===== src/rtl/readout_sequencer_pkg.sv =====
// Shared types and constants for the readout sequencer: FSM state encoding,
// SPI opcode values and the default channel count.
package psec5_seq_pkg;

  typedef enum logic [1:0] {
    ST_IDLE = 2'd0,
    ST_LOAD = 2'd1,
    ST_WAIT = 2'd2,
    ST_DONE = 2'd3
  } seq_state_e;

  localparam logic [7:0] OP_START   = 8'h01;
  localparam logic [7:0] OP_ABORT   = 8'h02;
  localparam int         NUM_CH_DEF = 8;

  // Channel select width; a single-channel build still needs one bit.
  function automatic int sel_width(input int n);
    return (n > 1) ? $clog2(n) : 1;
  endfunction

endpackage


===== src/rtl/readout_sequencer_if.sv =====
// Control/serializer bus of the readout sequencer, with master (register map
// plus serializer side) and slave (sequencer) modports.
interface readout_sequencer_if #(
  parameter int NUM_CH = psec5_seq_pkg::NUM_CH_DEF
) ();
  localparam int SEL_W = psec5_seq_pkg::sel_width(NUM_CH);

  // instr_valid is a one-cycle strobe qualifying instruction; ser_done is a
  // level sampled every cycle and only acted on while the sequencer waits.
  logic [7:0]        instruction;
  logic              instr_valid;
  logic [NUM_CH-1:0] trigger_channel_mask;
  logic [7:0]        mode;
  logic              ser_done;
  logic [NUM_CH-1:0] load_cnt_ser;
  logic [SEL_W-1:0]  select_reg;
  logic              busy;
  logic              seq_done;
  logic              timeout_err;

  modport master (
    output instruction, instr_valid, trigger_channel_mask, mode, ser_done,
    input  load_cnt_ser, select_reg, busy, seq_done, timeout_err
  );

  modport slave (
    input  instruction, instr_valid, trigger_channel_mask, mode, ser_done,
    output load_cnt_ser, select_reg, busy, seq_done, timeout_err
  );

endinterface


===== src/rtl/readout_sequencer_chan_prio_find.sv =====
// Combinational search for the lowest set mask bit strictly above from_idx;
// from_none makes the search start at bit 0.
module chan_prio_find #(
  parameter int NUM_CH = 8,
  parameter int SEL_W  = 3
) (
  input  logic [NUM_CH-1:0] mask,
  input  logic [SEL_W-1:0]  from_idx,
  input  logic              from_none,
  output logic [SEL_W-1:0]  idx,
  output logic              found
);

  // Descending walk so the lowest qualifying bit is the last one written.
  always_comb begin
    idx   = '0;
    found = 1'b0;
    for (int i = NUM_CH - 1; i >= 0; i--) begin
      if (mask[i] && (from_none || (i > int'(from_idx)))) begin
        idx   = SEL_W'(i);
        found = 1'b1;
      end
    end
  end

endmodule


===== src/rtl/readout_sequencer.sv =====
// Channel readout sequencer: scans enabled channels in ascending order, loading
// each counter into the serializer. Optional WAIT watchdog under SEQ_TIMEOUT_EN.
module readout_sequencer
  import psec5_seq_pkg::*;
#(
  parameter int NUM_CH         = NUM_CH_DEF,
  parameter int TIMEOUT_CYCLES = 255
) (
  input  logic               iclk,
  input  logic               rstn,
  readout_sequencer_if.slave bus,
  output seq_state_e         dbg_state
);

  localparam int SEL_W = sel_width(NUM_CH);

  seq_state_e        state_q, state_d;
  logic [NUM_CH-1:0] mask_q, mask_d;
  logic [SEL_W-1:0]  sel_q, sel_d;
  logic              start_cmd, abort_cmd;
  logic              timeout_set, timeout_clr, expire;
  logic              search_fresh;
  logic [NUM_CH-1:0] search_mask;
  logic [SEL_W-1:0]  next_idx;
  logic              next_found;
  logic              unused_ok;

  assign start_cmd = bus.instr_valid && (bus.instruction == OP_START);
  assign abort_cmd = bus.instr_valid && (bus.instruction == OP_ABORT);

  // IDLE and DONE look at the live mask (new snapshot); LOAD/WAIT walk the snapshot.
  assign search_fresh = (state_q == ST_IDLE) || (state_q == ST_DONE);
  assign search_mask  = search_fresh ? bus.trigger_channel_mask : mask_q;

  chan_prio_find #(
    .NUM_CH (NUM_CH),
    .SEL_W  (SEL_W)
  ) u_find (
    .mask      (search_mask),
    .from_idx  (sel_q),
    .from_none (search_fresh),
    .idx       (next_idx),
    .found     (next_found)
  );

  always_ff @(posedge iclk) begin
    if (!rstn) begin
      state_q <= ST_IDLE;
      mask_q  <= '0;
      sel_q   <= '0;
    end else begin
      state_q <= state_d;
      mask_q  <= mask_d;
      sel_q   <= sel_d;
    end
  end

  always_comb begin
    state_d     = state_q;
    mask_d      = mask_q;
    sel_d       = sel_q;
    timeout_set = 1'b0;
    timeout_clr = 1'b0;
    case (state_q)
      ST_IDLE: begin
        if (start_cmd) begin
          mask_d      = bus.trigger_channel_mask;
          timeout_clr = 1'b1;
          if (next_found) begin
            state_d = ST_LOAD;
            sel_d   = next_idx;
          end else begin
            state_d = ST_DONE;
          end
        end
      end
      ST_LOAD: state_d = ST_WAIT;
      ST_WAIT: begin
        if (bus.ser_done) begin
          if (next_found) begin
            state_d = ST_LOAD;
            sel_d   = next_idx;
          end else begin
            state_d = ST_DONE;
          end
        end else if (expire) begin
          state_d     = ST_IDLE;
          timeout_set = 1'b1;
        end
      end
      ST_DONE: begin
        if (bus.mode[0] && next_found) begin
          mask_d  = bus.trigger_channel_mask;
          state_d = ST_LOAD;
          sel_d   = next_idx;
        end else begin
          state_d = ST_IDLE;
        end
      end
      default: state_d = ST_IDLE;
    endcase
    // ABORT overrides everything, including a coincident ser_done.
    if (abort_cmd && (state_q != ST_IDLE)) begin
      state_d     = ST_IDLE;
      mask_d      = mask_q;
      sel_d       = sel_q;
      timeout_set = 1'b0;
    end
  end

`ifdef SEQ_TIMEOUT_EN
  localparam int CNT_W = $clog2(TIMEOUT_CYCLES + 1);

  logic [CNT_W-1:0] wait_cnt_q;
  logic             timeout_q;

  // wait_cnt_q equals the number of completed WAIT cycles in the current wait.
  assign expire = (state_q == ST_WAIT) && (wait_cnt_q == CNT_W'(TIMEOUT_CYCLES - 1));

  always_ff @(posedge iclk) begin
    if (!rstn) begin
      wait_cnt_q <= '0;
      timeout_q  <= 1'b0;
    end else begin
      if (state_q == ST_WAIT) wait_cnt_q <= wait_cnt_q + CNT_W'(1);
      else                    wait_cnt_q <= '0;
      if (timeout_clr)      timeout_q <= 1'b0;
      else if (timeout_set) timeout_q <= 1'b1;
    end
  end

  assign bus.timeout_err = timeout_q;
  assign unused_ok       = ^bus.mode[7:1];
`else
  assign expire          = 1'b0;
  assign bus.timeout_err = 1'b0;
  assign unused_ok       = ^{bus.mode[7:1], timeout_set, timeout_clr, TIMEOUT_CYCLES[0]};
`endif

  assign bus.load_cnt_ser = (state_q == ST_LOAD) ? (NUM_CH'(1) << sel_q) : '0;
  assign bus.select_reg   = sel_q;
  assign bus.busy         = (state_q != ST_IDLE);
  assign bus.seq_done     = (state_q == ST_DONE);
  assign dbg_state        = state_q;

endmodule


===== src/flat_wrapper.sv =====
// flat-port wrapper written by rule: the top's interface ports become plain ports
module readout_sequencer_flat import psec5_seq_pkg::*;
#(
  parameter int NUM_CH         = NUM_CH_DEF,
  parameter int TIMEOUT_CYCLES = 255
)
  (iclk, rstn, dbg_state, bus_instruction, bus_instr_valid, bus_trigger_channel_mask, bus_mode, bus_ser_done, bus_load_cnt_ser, bus_select_reg, bus_busy, bus_seq_done, bus_timeout_err);
  readout_sequencer_if #(.NUM_CH(NUM_CH)) bus_i ();
  input  logic iclk;
  input  logic rstn;
  output seq_state_e dbg_state;
  input wire logic [$bits(bus_i.instruction)-1:0] bus_instruction;
  input wire logic [$bits(bus_i.instr_valid)-1:0] bus_instr_valid;
  input wire logic [$bits(bus_i.trigger_channel_mask)-1:0] bus_trigger_channel_mask;
  input wire logic [$bits(bus_i.mode)-1:0] bus_mode;
  input wire logic [$bits(bus_i.ser_done)-1:0] bus_ser_done;
  output wire logic [$bits(bus_i.load_cnt_ser)-1:0] bus_load_cnt_ser;
  output wire logic [$bits(bus_i.select_reg)-1:0] bus_select_reg;
  output wire logic [$bits(bus_i.busy)-1:0] bus_busy;
  output wire logic [$bits(bus_i.seq_done)-1:0] bus_seq_done;
  output wire logic [$bits(bus_i.timeout_err)-1:0] bus_timeout_err;
  assign bus_i.instruction = bus_instruction;
  assign bus_i.instr_valid = bus_instr_valid;
  assign bus_i.trigger_channel_mask = bus_trigger_channel_mask;
  assign bus_i.mode = bus_mode;
  assign bus_i.ser_done = bus_ser_done;
  assign bus_load_cnt_ser = bus_i.load_cnt_ser;
  assign bus_select_reg = bus_i.select_reg;
  assign bus_busy = bus_i.busy;
  assign bus_seq_done = bus_i.seq_done;
  assign bus_timeout_err = bus_i.timeout_err;
  readout_sequencer #(.NUM_CH(NUM_CH), .TIMEOUT_CYCLES(TIMEOUT_CYCLES)) u_core (.iclk(iclk), .rstn(rstn), .bus(bus_i), .dbg_state(dbg_state));
endmodule

===== config.mk =====
export PLATFORM = sky130hd
export DESIGN_NAME = readout_sequencer_flat
export DESIGN_NICKNAME = d
export VERILOG_FILES = /design/src/rtl/readout_sequencer_pkg.sv /design/src/rtl/readout_sequencer_if.sv /design/src/rtl/readout_sequencer_chan_prio_find.sv /design/src/rtl/readout_sequencer.sv /design/src/flat_wrapper.sv
export SDC_FILE = /design/constraint.sdc
export NUM_CORES = 1
export LEC_CHECK = 0
export ABC_AREA = 0
export BUFFER_PORTS_ARGS = -buffer_cell sky130_fd_sc_hd__clkbuf_2
export CAP_MARGIN = 5
export CORE_AREA = 2 2 60 62
export CTS_CLUSTER_DIAMETER = 50
export DETAILED_ROUTE_END_ITERATION = 10
export DIE_AREA = 0 0 62 64
export GPL_TIMING_DRIVEN = 1
export PLACE_DENSITY = 0.65
export SYNTH_ARGS = -nofsm -noshare
export SYNTH_HDL_FRONTEND = slang
export SYNTH_SLANG_ARGS = --single-unit

===== constraint.sdc =====
create_clock -name iclk -period 3.3 [get_ports iclk]
set_input_delay 0.66 -clock iclk [delete_from_list [all_inputs] [get_ports iclk]]
set_output_delay 0.66 -clock iclk [all_outputs]
set_load 0.02 [all_outputs]

; ---- After elaboration in Yosys (flattened, before gate mapping)
; Index checks and enable logic that the tools add are counted.
[totals]
register_bits = 13
latch_bits = 0
ramBits = 0
rom_bits = 0
in_bits = 28
out_inout_bits = 16
elab_cells = 80
n_memories = 0
[classes]
addsub = 0
multipliers = 0
div = 0
order_cmp = 7
n_eq_ne = 8
shift = 1
n_mux = 31
n_bitwise = 2
n_reduce_logical = 28
[op_table]
columns = operator, n
row1 = 3-bit two-way mux, 12
row2 = 8-bit two-way mux, 4
row3 = 8-bit case mux with 2 select lines, 1
row4 = 3-bit greater-than comparator (first input constant), 4
row5 = 1-bit logical AND, 12
row6 = 1-bit two-way mux, 9
row7 = 3-bit case mux with 3 select lines, 1
row8 = 8-bit by 1-bit == test with 1-bit output (second input constant), 1
row9 = 8-bit by 2-bit == test with 1-bit output (second input constant), 1
row10 = 1-bit logical OR, 8
row11 = 2-bit case mux with 4 select lines, 1
row12 = 1-bit by 3-bit << shifter with 8-bit output (first input constant), 1
row13 = 2-bit by 3-bit greater-than comparator with 1-bit output (first input constant), 2
row14 = 2-bit two-way mux, 3
row15 = 5-bit AND reduction, 1
row16 = 2-bit == test (second input constant), 2
row17 = 2-bit by 1-bit inequality test with 1-bit output (second input constant), 2
row18 = 4-bit AND reduction, 1
row19 = 2-bit nonzero test, 2
row20 = 1-bit by 3-bit greater-than comparator with 1-bit output (first input constant), 1
row21 = 3-bit nonzero test, 1
row22 = 2-bit by 1-bit == test with 1-bit output (second input constant), 1
row23 = 2-bit zero test, 1
row24 = 2-bit inequality test (second input constant), 1
row25 = other kinds (3), 4

; ---- Logic depth before layout (Yosys ltp)
[logic_depth]
word_depth = 15
mapped_depth = 9
depth_no_buf = 8

; ---- Modules after synthesis
; A second synthesis with hierarchy kept.
[unflattened]
cells_unflattened = 197
area_unflattened_um2 = 1441.4
[modules_own_cells]
columns = mod, n_inst, cells_each, area_each_um2
row1 = readout_sequencer, 1, 159, 1191.1
row2 = chan_prio_find, 1, 38, 250.2

; ---- Least setup slack after synthesis
; No wires, ideal clock.
[synth_path]
path_type = register to register
startpoint = reg u_core.state_q[0] (netlist: u_core.dbg_state[0])
endpoint = reg u_core.sel_q[0] (netlist: u_core.bus.select_reg[0])
setup_ps = 119
t_arrival_ps = 2446
required_ps = 3181
path_slack_ps = 735
path_stages_with_launch = 10
n_path_buf = 2
synth_period_minus_slack_ps = 2565
cell_sequence = dfxtp_1 > inv_1 > ha_1 > clkbuf_1 > buf_2 > nor3_1 > o21bai_1 > nor4_4 > or4_1 > o221a_1
[synth_via]
elab_chain_len = 15
elab_cells_between_ends = 50
[synth_rtl]
columns = element, line_no
row1 = "start, declared", readout_sequencer.sv:17  ; seq_state_e state_q, state_d;
row2 = "start signal, assigned", readout_sequencer.sv:52  ; state_q <= state_d;
row3 = 2-bit == test or 2-bit zero test (tied branches), "readout_sequencer.sv:32, readout_sequencer.sv:64"
row4 = 1-bit logical OR, readout_sequencer.sv:32  ; assign search_fresh = (state_q == ST_IDLE) || (state_q == ST_DONE);
row5 = 8-bit two-way mux or 1-bit logical OR (tied branches), "readout_sequencer.sv:33, readout_sequencer_chan_prio_find.sv:19"
row6 = 1-bit logical AND, readout_sequencer_chan_prio_find.sv:19  ; if (mask[i] && (from_none || (i > int'(from_idx)))) begin
row7 = 3-bit two-way mux or 1-bit two-way mux (tied branches) (8 in series), readout_sequencer_chan_prio_find.sv:19
row8 = 3-bit two-way mux or 1-bit logical AND (tied branches), "readout_sequencer.sv:69, readout_sequencer.sv:80, readout_sequencer.sv:92"
row9 = 3-bit two-way mux (tied with other cells), readout_sequencer.sv:79  ; if (bus.ser_done) begin
row10 = 3-bit case mux with 3 select lines or 5-bit AND reduction (tied branches), n/a
row11 = "end signal, assigned", readout_sequencer.sv:54  ; sel_q <= sel_d;
row12 = "end, declared", readout_sequencer.sv:19  ; logic [SEL_W-1:0] sel_q, sel_d;
; Parallel ways exist; a longest one is shown, timed or not. The select of a mux whose other input is x is not followed.
; A chain may end at the register's enable or synchronous reset.

; ---- Worst setup path in the final report
[layout_path]
startpoint = reg u_core.state_q[0] (netlist: u_core.dbg_state[0])
endpoint = reg u_core.mask_q[1]
[layout_via]
elab_chain_len = 15
elab_cells_between_ends = 36
[layout_rtl]
columns = element, line_no
row1 = 2-bit == test or 2-bit zero test (tied branches), "readout_sequencer.sv:32, readout_sequencer.sv:64"
row2 = 1-bit logical OR, readout_sequencer.sv:32
row3 = 8-bit two-way mux or 1-bit logical OR (tied branches), "readout_sequencer.sv:33, readout_sequencer_chan_prio_find.sv:19"
row4 = 1-bit logical AND, readout_sequencer_chan_prio_find.sv:19
row5 = 1-bit two-way mux (8 in series), readout_sequencer_chan_prio_find.sv:19
row6 = 1-bit logical AND, readout_sequencer.sv:92  ; if (bus.mode[0] && next_found) begin
row7 = 2-bit by 1-bit inequality test with 1-bit output (no line), n/a
row8 = 4-bit AND reduction (no line), n/a
row9 = "end signal, assigned", readout_sequencer.sv:53  ; mask_q <= mask_d;
row10 = "end, declared", readout_sequencer.sv:18  ; logic [NUM_CH-1:0] mask_q, mask_d;
; Parallel ways exist; a longest one is shown, timed or not.

==> reports/qor.yml <==
detailed_routing:
  dr.pass1.iters: 4
  ant_nets: 0
  vias: 1008
  drc: 0
  wirelength_mm: 2.172
  route.detailed.wl_per_inst_um: 10.44
  detail_route.vias_per_cell: 4.846
  drt_iter0_drc: 41
run_status:
  status: "complete, no violations"
placement:
  count_of_buffers_from_port_buffering: 35
  hpwlAfterDp_mm: 1.741
  post-place-ws_ns: 0.5790
  globalplace.congestion: 0.7199
floorplanning:
  ioPinCount: 44
  effective_utilization_at_floorplan_pct: 29.22
  die_x_um: 62
  fp.dieArea_um2: 3968
  die-height_um: 64
  fp-row-count: 21
  core-area_um2: 3284
yosys:
  synth_largest_area_cell: "sky130_fd_sc_hd__dfxtp_1"
  postSynthCellCount: 129
  syn_area_um2: 959.7
  post_synth_num_cell_types: 38
  synth-seq-area-share_pct: 25.03
  synth.top_cell.area_share_pct: 25.03
  yosysWarnings: 0
  syn_nets: 161
  synth.ff_latch_count: 12
  postSynthAreaPerCell_um2: 7.439
  post_synth_main_area_contributors: "sky130_fd_sc_hd__dfxtp_1 25%, sky130_fd_sc_hd__nand2_1 9.4%, sky130_fd_sc_hd__nor2_1 7.4%"
final_layout:
  layout-drive-gt1-share_pct: 28.40
  area_growth_pct: 25.16
  largest_register_ff_count: 7
  num-nets-final: 195
  num_antenna_cells: 0
worst_setup_path:
  worstSetupPathType: "reg2reg"
  critical_path_cell_list: "inv_1 -> ha_1 -> inv_1 -> o211ai_1 -> nor4_4 -> a211oi_4 -> mux2i_1"
  worst-endpoint-required_ns: 3.51
  critical_path.n_buffers_inverters: 2
  cp-end-kind: "flop"
  critical_path_peak_fanout: 17
  worstSetupStartpointType: "flop"
  timing.critical_path.slowest_cell_delay_ns: 0.63
  crit_family: "compound AO/OA/AOI/OAI gates"
  r2r_setup_slack_ns: 0.63
  master_of_the_slowest_instance_on_the_critical_path: "sky130_fd_sc_hd__ha_1"
  critPathMostFrequentCell: "sky130_fd_sc_hd__inv_1"
  critical_path_arrival_ns: 2.88
power:
  design_power_total_uw: 971.7
  irDropWorstVdd_mv: 0.2168
  pwr_density_cell_nw_per_um2: 809.0
  static-leakage-power_nw: 0.5234
global_route:
  grt-ovfl-total: 0
  via_count_of_the_first_global_routing_pass: 804
  antenna_found_initial: 0
  gr-usage-all-layers_pct: 11.35
  grt_pass1_wl_mm: 3.422
  grt_start_max_net_pins: 19
sta:
  rsz0062_at_grt: "false"
  timing.final.crit_share_pct: 80.97
  drv_slew: 0
  setup_ws_ns: 0.6279
  worst_clock_skew_ns: 0.004182
  finalWorstPathRequiredPeriod_ns: 2.672
  setup_viol: 0
  max_freq_mhz: 374.2
  setup_tns_ns: 0
  slew_worst_pin_ns: 0.5387
  final_hold_viol_count: 0
  relative_slew_margins_pct: 63.97
clock_tree:
  worst_setup_hold_path_clk_slew_ns: 0.08
  tritoncts_clock_tree: "built"
  tritoncts.num_buffers: 3
  clock_sinks: 12
  cts_buffer_depth: 2
  clock_latency_ns: 0.28
  clock_tree.htree_level_count: 1
  post_cts_hold_buffer_count: 0
  post_cts_resized: 0
  cts_root_buf: "sky130_fd_sc_hd__clkbuf_4"
  cts_setup_buffers: 0
worst_hold_path:
  holdCritPathClass: "reg2reg"
run:
  cap_viol_max_count: 0
==> final timing paths <==
kind	startpoint	endpoint	depth (start not counted)
worst max-delay path	u_core.dbg_state[0]	u_core.mask_q[1]	7
worst min-delay path	u_core.mask_q[2]	u_core.mask_q[2]	2
worst max register to register	u_core.dbg_state[0]	u_core.mask_q[1]	7
worst min register to register	u_core.mask_q[2]	u_core.mask_q[2]	2
==> through the flow <==
stage / utilization [%] / cells / instance area, µm² / hold slack [ns]
2_1_floorplan: - / 129 / 959.7 / 0.4303
3_3_place_gp: 35.47 / 204 / 1165 / 0.4452
3_5_place_dp: 35.47 / 204 / 1165 / 0.4550
4_1_cts: 36.57 / 208 / 1201 / 0.4694
5_1_grt: 36.57 / 208 / 1201 / 0.4854
6_report: 36.57 / 208 / 1201 / 0.4615
==> layer usage <==
layer,vias up,wire [µm],global-route usage [%]
met1,447,1082,15.91
met2,33,936,15.76
met5,-,0,0
met3,4,116,2.834
li1,524,-,-
met4,0,37,5.585
==> cell usage in the layout, fill, tap and decap left out, types with 2 or more instances in the layout <==
| master | count |
|---|---|
| sky130_fd_sc_hd__nor2b_1 | 2 |
| sky130_fd_sc_hd__inv_1 | 6 |
| sky130_fd_sc_hd__nor3_1 | 6 |
| sky130_fd_sc_hd__ha_1 | 4 |
| sky130_fd_sc_hd__nor2_1 | 19 |
| sky130_fd_sc_hd__or4b_1 | 2 |
| sky130_fd_sc_hd__mux2i_1 | 7 |
| sky130_fd_sc_hd__nand2_1 | 24 |
| sky130_fd_sc_hd__o21bai_1 | 3 |
| sky130_fd_sc_hd__or4_1 | 3 |
| sky130_fd_sc_hd__dfxtp_1 | 12 |
| sky130_fd_sc_hd__clkbuf_2 | 35 |
| sky130_fd_sc_hd__a21oi_1 | 6 |
| sky130_fd_sc_hd__a21boi_0 | 2 |
| sky130_fd_sc_hd__clkbuf_4 | 3 |
| sky130_fd_sc_hd__o21ai_0 | 4 |
| sky130_fd_sc_hd__nand2b_1 | 3 |
==> synth_stat cells <==
master                     number
sky130_fd_sc_hd__nand2_1       24
sky130_fd_sc_hd__nor2_1        19
sky130_fd_sc_hd__dfxtp_1       12
sky130_fd_sc_hd__mux2i_1        7
sky130_fd_sc_hd__a21oi_1        6
sky130_fd_sc_hd__inv_1          6
sky130_fd_sc_hd__nor3_1         6
sky130_fd_sc_hd__clkbuf_1       4
sky130_fd_sc_hd__ha_1           4
sky130_fd_sc_hd__o21ai_0        4
sky130_fd_sc_hd__nand2b_1       3
sky130_fd_sc_hd__o21bai_1       3
sky130_fd_sc_hd__or4_1          3
sky130_fd_sc_hd__a21boi_0       2
sky130_fd_sc_hd__nor2b_1        2
sky130_fd_sc_hd__or4b_1         2
sky130_fd_sc_hd__a211oi_4       1
sky130_fd_sc_hd__a311o_1        1
sky130_fd_sc_hd__a311oi_1       1
sky130_fd_sc_hd__a31oi_1        1
sky130_fd_sc_hd__a41oi_1        1
sky130_fd_sc_hd__and3_1         1
sky130_fd_sc_hd__and4b_1        1
sky130_fd_sc_hd__buf_2          1
sky130_fd_sc_hd__buf_4          1
sky130_fd_sc_hd__conb_1         1
sky130_fd_sc_hd__nand3_1        1
sky130_fd_sc_hd__nand3_2        1
sky130_fd_sc_hd__nor3b_1        1
sky130_fd_sc_hd__nor4_4         1
sky130_fd_sc_hd__o211ai_1       1
sky130_fd_sc_hd__o21a_1         1
sky130_fd_sc_hd__o21ba_2        1
sky130_fd_sc_hd__o221a_1        1
sky130_fd_sc_hd__o221a_2        1
sky130_fd_sc_hd__o22ai_2        1
sky130_fd_sc_hd__o31a_2         1
sky130_fd_sc_hd__o32ai_1        1
==> cell type report <==
| cell class | instances | area (µm²) |
|---|---|---|
| clock buffers | 4 | 36.28 |
| repair buffers | 35 | 175.2 |
| fillers | 354 | 2083 |
| multi-input cells | 105 | 669.4 |
| well taps | 46 | 57.56 |
| flip-flops and latches | 12 | 240.2 |
| inverters | 6 | 22.52 |
==> tightest hold or removal path, stage by stage (launching register included) <==
cell and delay (ns):
sky130_fd_sc_hd__dfxtp_1 0.31, sky130_fd_sc_hd__nand2_1 0.05, sky130_fd_sc_hd__mux2i_1 0.05
==> report_power, final <==
group	internal [mW]	switching, mW	leakage, nW
logic	0.235	0.344	0.404
clock network	0.0671	0.0535	0.0210
registers	0.206	0.0663	0.0987
total	0.508	0.464	0.523
==> logic make-up after synthesis <==
| group | synth area share [%] |
|---|---|
| AOI/OAI and AO/OA | 22.95 |
| and+or+nand+nor | 33.90 |
| muxes | 7.301 |
| adders and majority gates | 5.215 |
| DFF | 25.03 |
| buffers and inverters | 5.214 |
| other | 0.3908 |
Note: power is estimated with default switching activity, not from simulation.
